--- src/rtl/alu_bist_pkg.sv ---
// Shared definitions for the ALU built-in self-test: FSM state encoding,
// ALU opcodes, the LFSR/MISR feedback polynomial and small helpers.
package alu_bist_pkg;

  typedef enum logic [1:0] {
    ST_IDLE    = 2'd0,
    ST_APPLY   = 2'd1,
    ST_CAPTURE = 2'd2,
    ST_DONE    = 2'd3
  } state_e;

  localparam logic [2:0] OP_AND = 3'b000;
  localparam logic [2:0] OP_OR  = 3'b001;
  localparam logic [2:0] OP_ADD = 3'b010;
  localparam logic [2:0] OP_SUB = 3'b110;
  localparam logic [2:0] OP_SLT = 3'b111;

  localparam int unsigned NUM_OPS = 5;

  // Feedback taps shared by both operand generators and the signature register.
  localparam logic [31:0] POLY = 32'h8020_0003;

  // Opcode applied at a given position of the per-vector operation sweep.
  function automatic logic [2:0] op_at(input logic [2:0] idx);
    logic [2:0] op;
    case (idx)
      3'd0:    op = OP_AND;
      3'd1:    op = OP_OR;
      3'd2:    op = OP_ADD;
      3'd3:    op = OP_SUB;
      3'd4:    op = OP_SLT;
      default: op = OP_AND;
    endcase
    return op;
  endfunction

  // One Galois left-shift step: shift in a zero, fold the polynomial back
  // in when a one falls off the top.
  function automatic logic [31:0] galois_shl(input logic [31:0] x);
    return {x[30:0], 1'b0} ^ (x[31] ? POLY : 32'h0000_0000);
  endfunction

endpackage

--- src/rtl/alu_bist_lfsr32.sv ---
// 32-bit Galois shift register used both as an operand generator (xor_i
// tied to zero) and as the response compactor (xor_i = captured response).
module lfsr32 (
  input  logic        clk,
  input  logic        reset,
  input  logic        load_i,
  input  logic [31:0] seed_i,
  input  logic        step_i,
  input  logic [31:0] xor_i,
  output logic [31:0] state_o
);
  import alu_bist_pkg::*;

  logic [31:0] state_q;
  logic [31:0] state_d;

  // Load wins over step so a restart never mixes in a stale step.
  always_comb begin
    state_d = state_q;
    if (load_i) begin
      state_d = seed_i;
    end else if (step_i) begin
      state_d = galois_shl(state_q) ^ xor_i;
    end
  end

  // State register; reset clears it so the signature reads zero after reset.
  always_ff @(posedge clk) begin
    if (reset) begin
      state_q <= 32'h0000_0000;
    end else begin
      state_q <= state_d;
    end
  end

  assign state_o = state_q;

endmodule

--- src/rtl/alu_bist.sv ---
// ALU self-test controller: sweeps pseudo-random operand pairs through the
// five ALU operations and compacts every response into a MISR signature.
//
// state      | meaning
// -----------+---------------------------------------------------------
// ST_IDLE    | waiting for start, ALU inputs released
// ST_APPLY   | operands and opcode driven, ALU settling
// ST_CAPTURE | operands held, ALU response folded into the MISR
// ST_DONE    | run finished, signature and pass held until restart
module alu_bist #(
  parameter int unsigned NUM_VECTORS = 256,
  parameter logic [31:0] LFSR_SEED   = 32'hACE1_2468,
  parameter logic [31:0] GOLDEN_SIG  = 32'h0000_0000
) (
  input  logic        clk,
  input  logic        reset,
  input  logic        start,
  output logic [2:0]  ALUControl,
  output logic [31:0] SrcA,
  output logic [31:0] SrcB,
  input  logic [31:0] ALUResult,
  input  logic        Zero,
  input  logic        C_out,
  output logic        test_mode,
  output logic        busy,
  output logic        done,
  output logic        pass,
  output logic [31:0] signature
);
  import alu_bist_pkg::*;

  localparam logic [15:0] LAST_VEC = 16'(NUM_VECTORS - 1);
  localparam logic [2:0]  LAST_OP  = 3'(NUM_OPS - 1);

  state_e      state_q;
  logic [2:0]  op_idx_q;
  logic [15:0] vec_cnt_q;

  logic        active;
  logic        launch;
  logic        last_op;
  logic        more_vecs;
  logic        lfsr_step;
  logic        misr_step;
  logic [31:0] lfsr_a;
  logic [31:0] lfsr_b;
  logic [31:0] misr_q;
  logic [31:0] misr_in;

  assign active    = (state_q == ST_APPLY) || (state_q == ST_CAPTURE);
  // Start is only honoured when no run is in flight.
  assign launch    = start && ((state_q == ST_IDLE) || (state_q == ST_DONE));
  assign last_op   = (op_idx_q == LAST_OP);
  assign more_vecs = (vec_cnt_q < LAST_VEC);
  // Operands advance only after the last operation of a vector is captured.
  assign lfsr_step = (state_q == ST_CAPTURE) && last_op && more_vecs;
  assign misr_step = (state_q == ST_CAPTURE);
  assign misr_in   = ALUResult ^ {30'd0, C_out, Zero};

  lfsr32 u_gen_a (
    .clk     (clk),
    .reset   (reset),
    .load_i  (launch),
    .seed_i  (LFSR_SEED),
    .step_i  (lfsr_step),
    .xor_i   (32'h0000_0000),
    .state_o (lfsr_a)
  );

  lfsr32 u_gen_b (
    .clk     (clk),
    .reset   (reset),
    .load_i  (launch),
    .seed_i  (~LFSR_SEED),
    .step_i  (lfsr_step),
    .xor_i   (32'h0000_0000),
    .state_o (lfsr_b)
  );

  lfsr32 u_misr (
    .clk     (clk),
    .reset   (reset),
    .load_i  (launch),
    .seed_i  (32'h0000_0000),
    .step_i  (misr_step),
    .xor_i   (misr_in),
    .state_o (misr_q)
  );

  // Sequencer: op index walks the op table, vector counter walks the pairs.
  always_ff @(posedge clk) begin
    if (reset) begin
      state_q   <= ST_IDLE;
      op_idx_q  <= 3'd0;
      vec_cnt_q <= 16'd0;
    end else begin
      case (state_q)
        ST_IDLE, ST_DONE: begin
          if (start) begin
            state_q   <= ST_APPLY;
            op_idx_q  <= 3'd0;
            vec_cnt_q <= 16'd0;
          end
        end
        ST_APPLY: begin
          state_q <= ST_CAPTURE;
        end
        ST_CAPTURE: begin
          if (!last_op) begin
            op_idx_q <= op_idx_q + 3'd1;
            state_q  <= ST_APPLY;
          end else if (more_vecs) begin
            op_idx_q  <= 3'd0;
            vec_cnt_q <= vec_cnt_q + 16'd1;
            state_q   <= ST_APPLY;
          end else begin
            state_q <= ST_DONE;
          end
        end
        default: begin
          state_q <= ST_IDLE;
        end
      endcase
    end
  end

  assign ALUControl = active ? op_at(op_idx_q) : 3'b000;
  assign SrcA       = active ? lfsr_a : 32'h0000_0000;
  assign SrcB       = active ? lfsr_b : 32'h0000_0000;
  assign test_mode  = active;
  assign busy       = active;
  assign done       = (state_q == ST_DONE);
  assign pass       = done && (misr_q == GOLDEN_SIG);
  assign signature  = misr_q;

endmodule

--- config.mk ---
export PLATFORM = sky130hd
export DESIGN_NAME = alu_bist
export DESIGN_NICKNAME = d
export VERILOG_FILES = /design/src/rtl/alu_bist_pkg.sv /design/src/rtl/alu_bist_lfsr32.sv /design/src/rtl/alu_bist.sv
export SDC_FILE = /design/constraint.sdc
export NUM_CORES = 1
export LEC_CHECK = 0
export ABC_AREA = 1
export BUFFER_PORTS_ARGS = -buffer_cell sky130_fd_sc_hd__buf_2
export CORE_AREA = 2 2 120 122
export DETAILED_ROUTE_END_ITERATION = 8
export DIE_AREA = 0 0 122 124
export PLACE_DENSITY = 0.84
export SETUP_SLACK_MARGIN = 0.02
export SYNTH_ARGS = -nofsm -noshare
export SYNTH_HDL_FRONTEND = slang
export SYNTH_HIERARCHICAL = 1
export SYNTH_SLANG_ARGS = --single-unit
--- constraint.sdc ---
create_clock -name clk -period 2.81 [get_ports clk]
set_input_delay 0.4215 -clock clk [delete_from_list [all_inputs] [get_ports clk]]
set_output_delay 0.4215 -clock clk [all_outputs]
set_load 0.02 [all_outputs]
==> impl_metrics.env <==
export IMPL_endpoint_kind="primary output"
export IMPL_slew_violations=0
export IMPL_critPathArrivalTime_ns=1.81
export IMPL_sw_frac_of_total_pct=31.8
export IMPL_postCtsHoldBufs=0
export IMPL_power_frac_comb_pct=23.4
export IMPL_die_h_um=124
export IMPL_dieArea_um2=15100
export IMPL_p_seq_share_pct=36.8
export IMPL_boundaryPins=140
export IMPL_slowest_delay_ns=0.35
export IMPL_fin_crit_ns=2.23
export IMPL_cpMaxStageDelayCell="dfxtp_1"
export IMPL_fin_util_pct=63.4
export IMPL_p_per_area_nw_per_um2=617
export IMPL_ys_top_cells_by_area="dfxtp_1, xor2_1, a22oi_1"
export IMPL_portBuffers=139
export IMPL_grt_remaining_overflow=0
export IMPL_hold_viol=0
export IMPL_min_from="ALUResult[9]"
export IMPL_setup_violations=0
export IMPL_crit_start="state_q[0]$_SDFFE_PP0P_"
export IMPL_finalSetupTns_ns=0
export IMPL_cts_tree="done"
export IMPL_synthFlopType="dfxtp_1"
export IMPL_grt_pass1_vias=5711
export IMPL_clk_pin_slew_ns=0.06
export IMPL_ys_types=32
export IMPL_first_iter_violations=467
export IMPL_worstMarginPinSlew_ns=0.630
export IMPL_num_antenna_cells=0
export IMPL_fin_crit_sh_pct=79.4
export IMPL_rsz0062_at_grt="false"
export IMPL_timing_critical_path_mode_cell="inv_1"
export IMPL_fin_skew_ns=0.00909
export IMPL_wl_per_cell_um=11.1
export IMPL_cp_start_kind="flip-flop"
export IMPL_synth_most_common_cell="nand2_1"
export IMPL_synth_cells=930
export IMPL_synth_seq_area_share_pct=34.4
export IMPL_cts_root_buf="clkbuf_16"
export IMPL_cts_buffers=17
export IMPL_worstPathCellList="inv_1 -> ha_2 -> buf_12 -> inv_1 -> buf_2"
export IMPL_grt_pass1_wl_um=25600
export IMPL_vdd_drop_max_mv=0.474
export IMPL_clkLatencyLatePin_ns=0.42
export IMPL_clockBufferDepth=2
export IMPL_slew_headroom_pct=58.0
export IMPL_rows=43
export IMPL_cellInternalPower_uw=3660
export IMPL_min_path_type="in2reg"
export IMPL_syn_area_per_cell_um2=7.31
export IMPL_dp_hpwl_um=10200
export IMPL_synthesis_area_um2=6800
export IMPL_clockPowerShare_pct=39.8
export IMPL_r2r_start="state_q[1]$_SDFFE_PP0P_"
export IMPL_drc_errors=0
export IMPL_yosys_warnings=6
export IMPL_p_switching_uw=1700
export IMPL_post_cts_resized=0
export IMPL_core_area_um2=13700
export IMPL_ys_ff_latch=117
export IMPL_pre_cts_slack_ns=0.730
export IMPL_globalplace_congestion=0.827
export IMPL_via_count=6566
export IMPL_grt_start_max_net_pins=70
export IMPL_antenna_found_initial=0
export IMPL_finalWorstSetupSlack_ns=0.578
export IMPL_critPathKind="reg2out"
export IMPL_async_reset_ff_share_pct=0
export IMPL_synth_common_cells="nand2_1, dfxtp_1, a21oi_1, inv_1, nor2_1"
export IMPL_grt_total_usage_pct=20.9
export IMPL_fin_nets=1263
export IMPL_die_w_um=122
export IMPL_fmaxAchievable_mhz=448
export IMPL_total_leakage_power_uw=0.00414
export IMPL_numClockSinks=117
export IMPL_avgViaCountPerCell=4.65
export IMPL_outcome="completed"
export IMPL_antenna_left=0
export IMPL_firstDrtPassIters=5
export IMPL_cp_max_fo=69
export IMPL_drv_cap=0
export IMPL_syn_to_final_growth_pct=27.8
export IMPL_synth_top_area_share_pct=34.4
export IMPL_wl_um=15700
export IMPL_synth_top_cell_by_area="dfxtp_1"
export IMPL_htreeDepth=4
export IMPL_holdWs_ns=0.292
export IMPL_synth_edf_count=0
export IMPL_drive_gt1_share_pct=16.9
export IMPL_cp_data_required_time_ns=2.39
export IMPL_cts_setup_buffers=0
export IMPL_start_util_pct=49.6
-- registers in the layout (all words and copies together), names as in the netlist --
signal,count
op_idx_q,3
u_gen_b/state_o,32
vec_cnt_q,16
state_q,2
u_misr/state_o,32
u_gen_a/state_o,32
-- critical path, delay by kind of cell, from the launching register on --
kind,cells,cell delay [ns]
buffers and inverters,4,0.70
flip-flops,1,0.35
adder cells (fa/ha/maj),1,0.35
-- layout by cell type (no fill, tap or decap), types with 6 or more instances in the layout --
master / synthesis / final
a21oi_1: 108 / 108
a22oi_1: 93 / 93
buf_2: 11 / 138
buf_4: 1 / 11
clkbuf_16: 0 / 17
clkinv_2: 0 / 6
conb_1: 2 / 172
dfxtp_1: 117 / 117
ha_1: 8 / 7
inv_1: 108 / 107
nand2_1: 172 / 172
nand3_1: 35 / 35
nor2_1: 99 / 99
nor2_4: 6 / 6
nor4_1: 6 / 6
xor2_1: 89 / 89
-- metrics by stage --
| step | std cells | total power, uW | area [um^2] |
|---|---|---|---|
| final | 1411 | 5360 | 8690 |
| after global routing | 1411 | 5660 | 8690 |
| after CTS | 1411 | 5400 | 8690 |
| after detailed placement | 1379 | 3250 | 8100 |
| after global placement | 1379 | 3230 | 8100 |
| after floorplan | 1100 | 2980 | 7440 |
-- power groups by stage --
stage | combinational (uW) | sequential (uW) | clock (uW)
2_1_floorplan | 946 | 2030 | 0
3_3_place_gp | 1220 | 2000 | 0
3_5_place_dp | 1240 | 2010 | 0
4_1_cts | 1250 | 1970 | 2180
5_1_grt | 1400 | 2000 | 2260
6_report | 1260 | 1970 | 2130
-- cell type report --
| type | count | area [um^2] |
|---|---|---|
| clock inverter | 9 | 100 |
| multi-input combinational | 818 | 4300 |
| timing repair buffer | 151 | 813 |
| clock buffer | 23 | 488 |
| inverter | 113 | 425 |
| tap | 180 | 225 |
| sequential | 117 | 2340 |
| fill | 1218 | 5030 |
-- final timing paths --
kind / slack (ns) / depth (start not counted) / end
hold / removal: 0.29 / 4 / u_misr/state_o[9]$_SDFFE_PP0P_
hold reg to reg: 0.44 / 2 / vec_cnt_q[14]$_SDFFE_PP0P_
setup / recovery: 0.58 / 5 / busy
setup reg to reg: 0.70 / 9 / u_gen_a/state_o[25]$_SDFFE_PP0P_
-- per-layer routing --
metal,vias to the layer above,wire (um),track usage [%]
li1,3438,-,-
met5,-,0,0
met3,21,723,4.26
met4,0,291,8.69
met1,2955,7290,25.6
met2,152,7340,35.9
-- cell families (layout without fill, tap and decap cells) --
| kind of cell | after synthesis | count (layout) | synth area share (%) |
|---|---|---|---|
| adder cells (fa/ha/maj) | 8 | 8 | 1.47 |
| flip-flops | 117 | 117 | 34.4 |
| XOR/XNOR | 90 | 90 | 11.6 |
| AND/OR/NAND/NOR | 334 | 334 | 20.7 |
| buffers and inverters | 165 | 296 | 11.8 |
| other | 2 | 172 | 0.110 |
| AO/OA/AOI/OAI | 214 | 214 | 19.9 |
(Power assumes the default switching activity.)
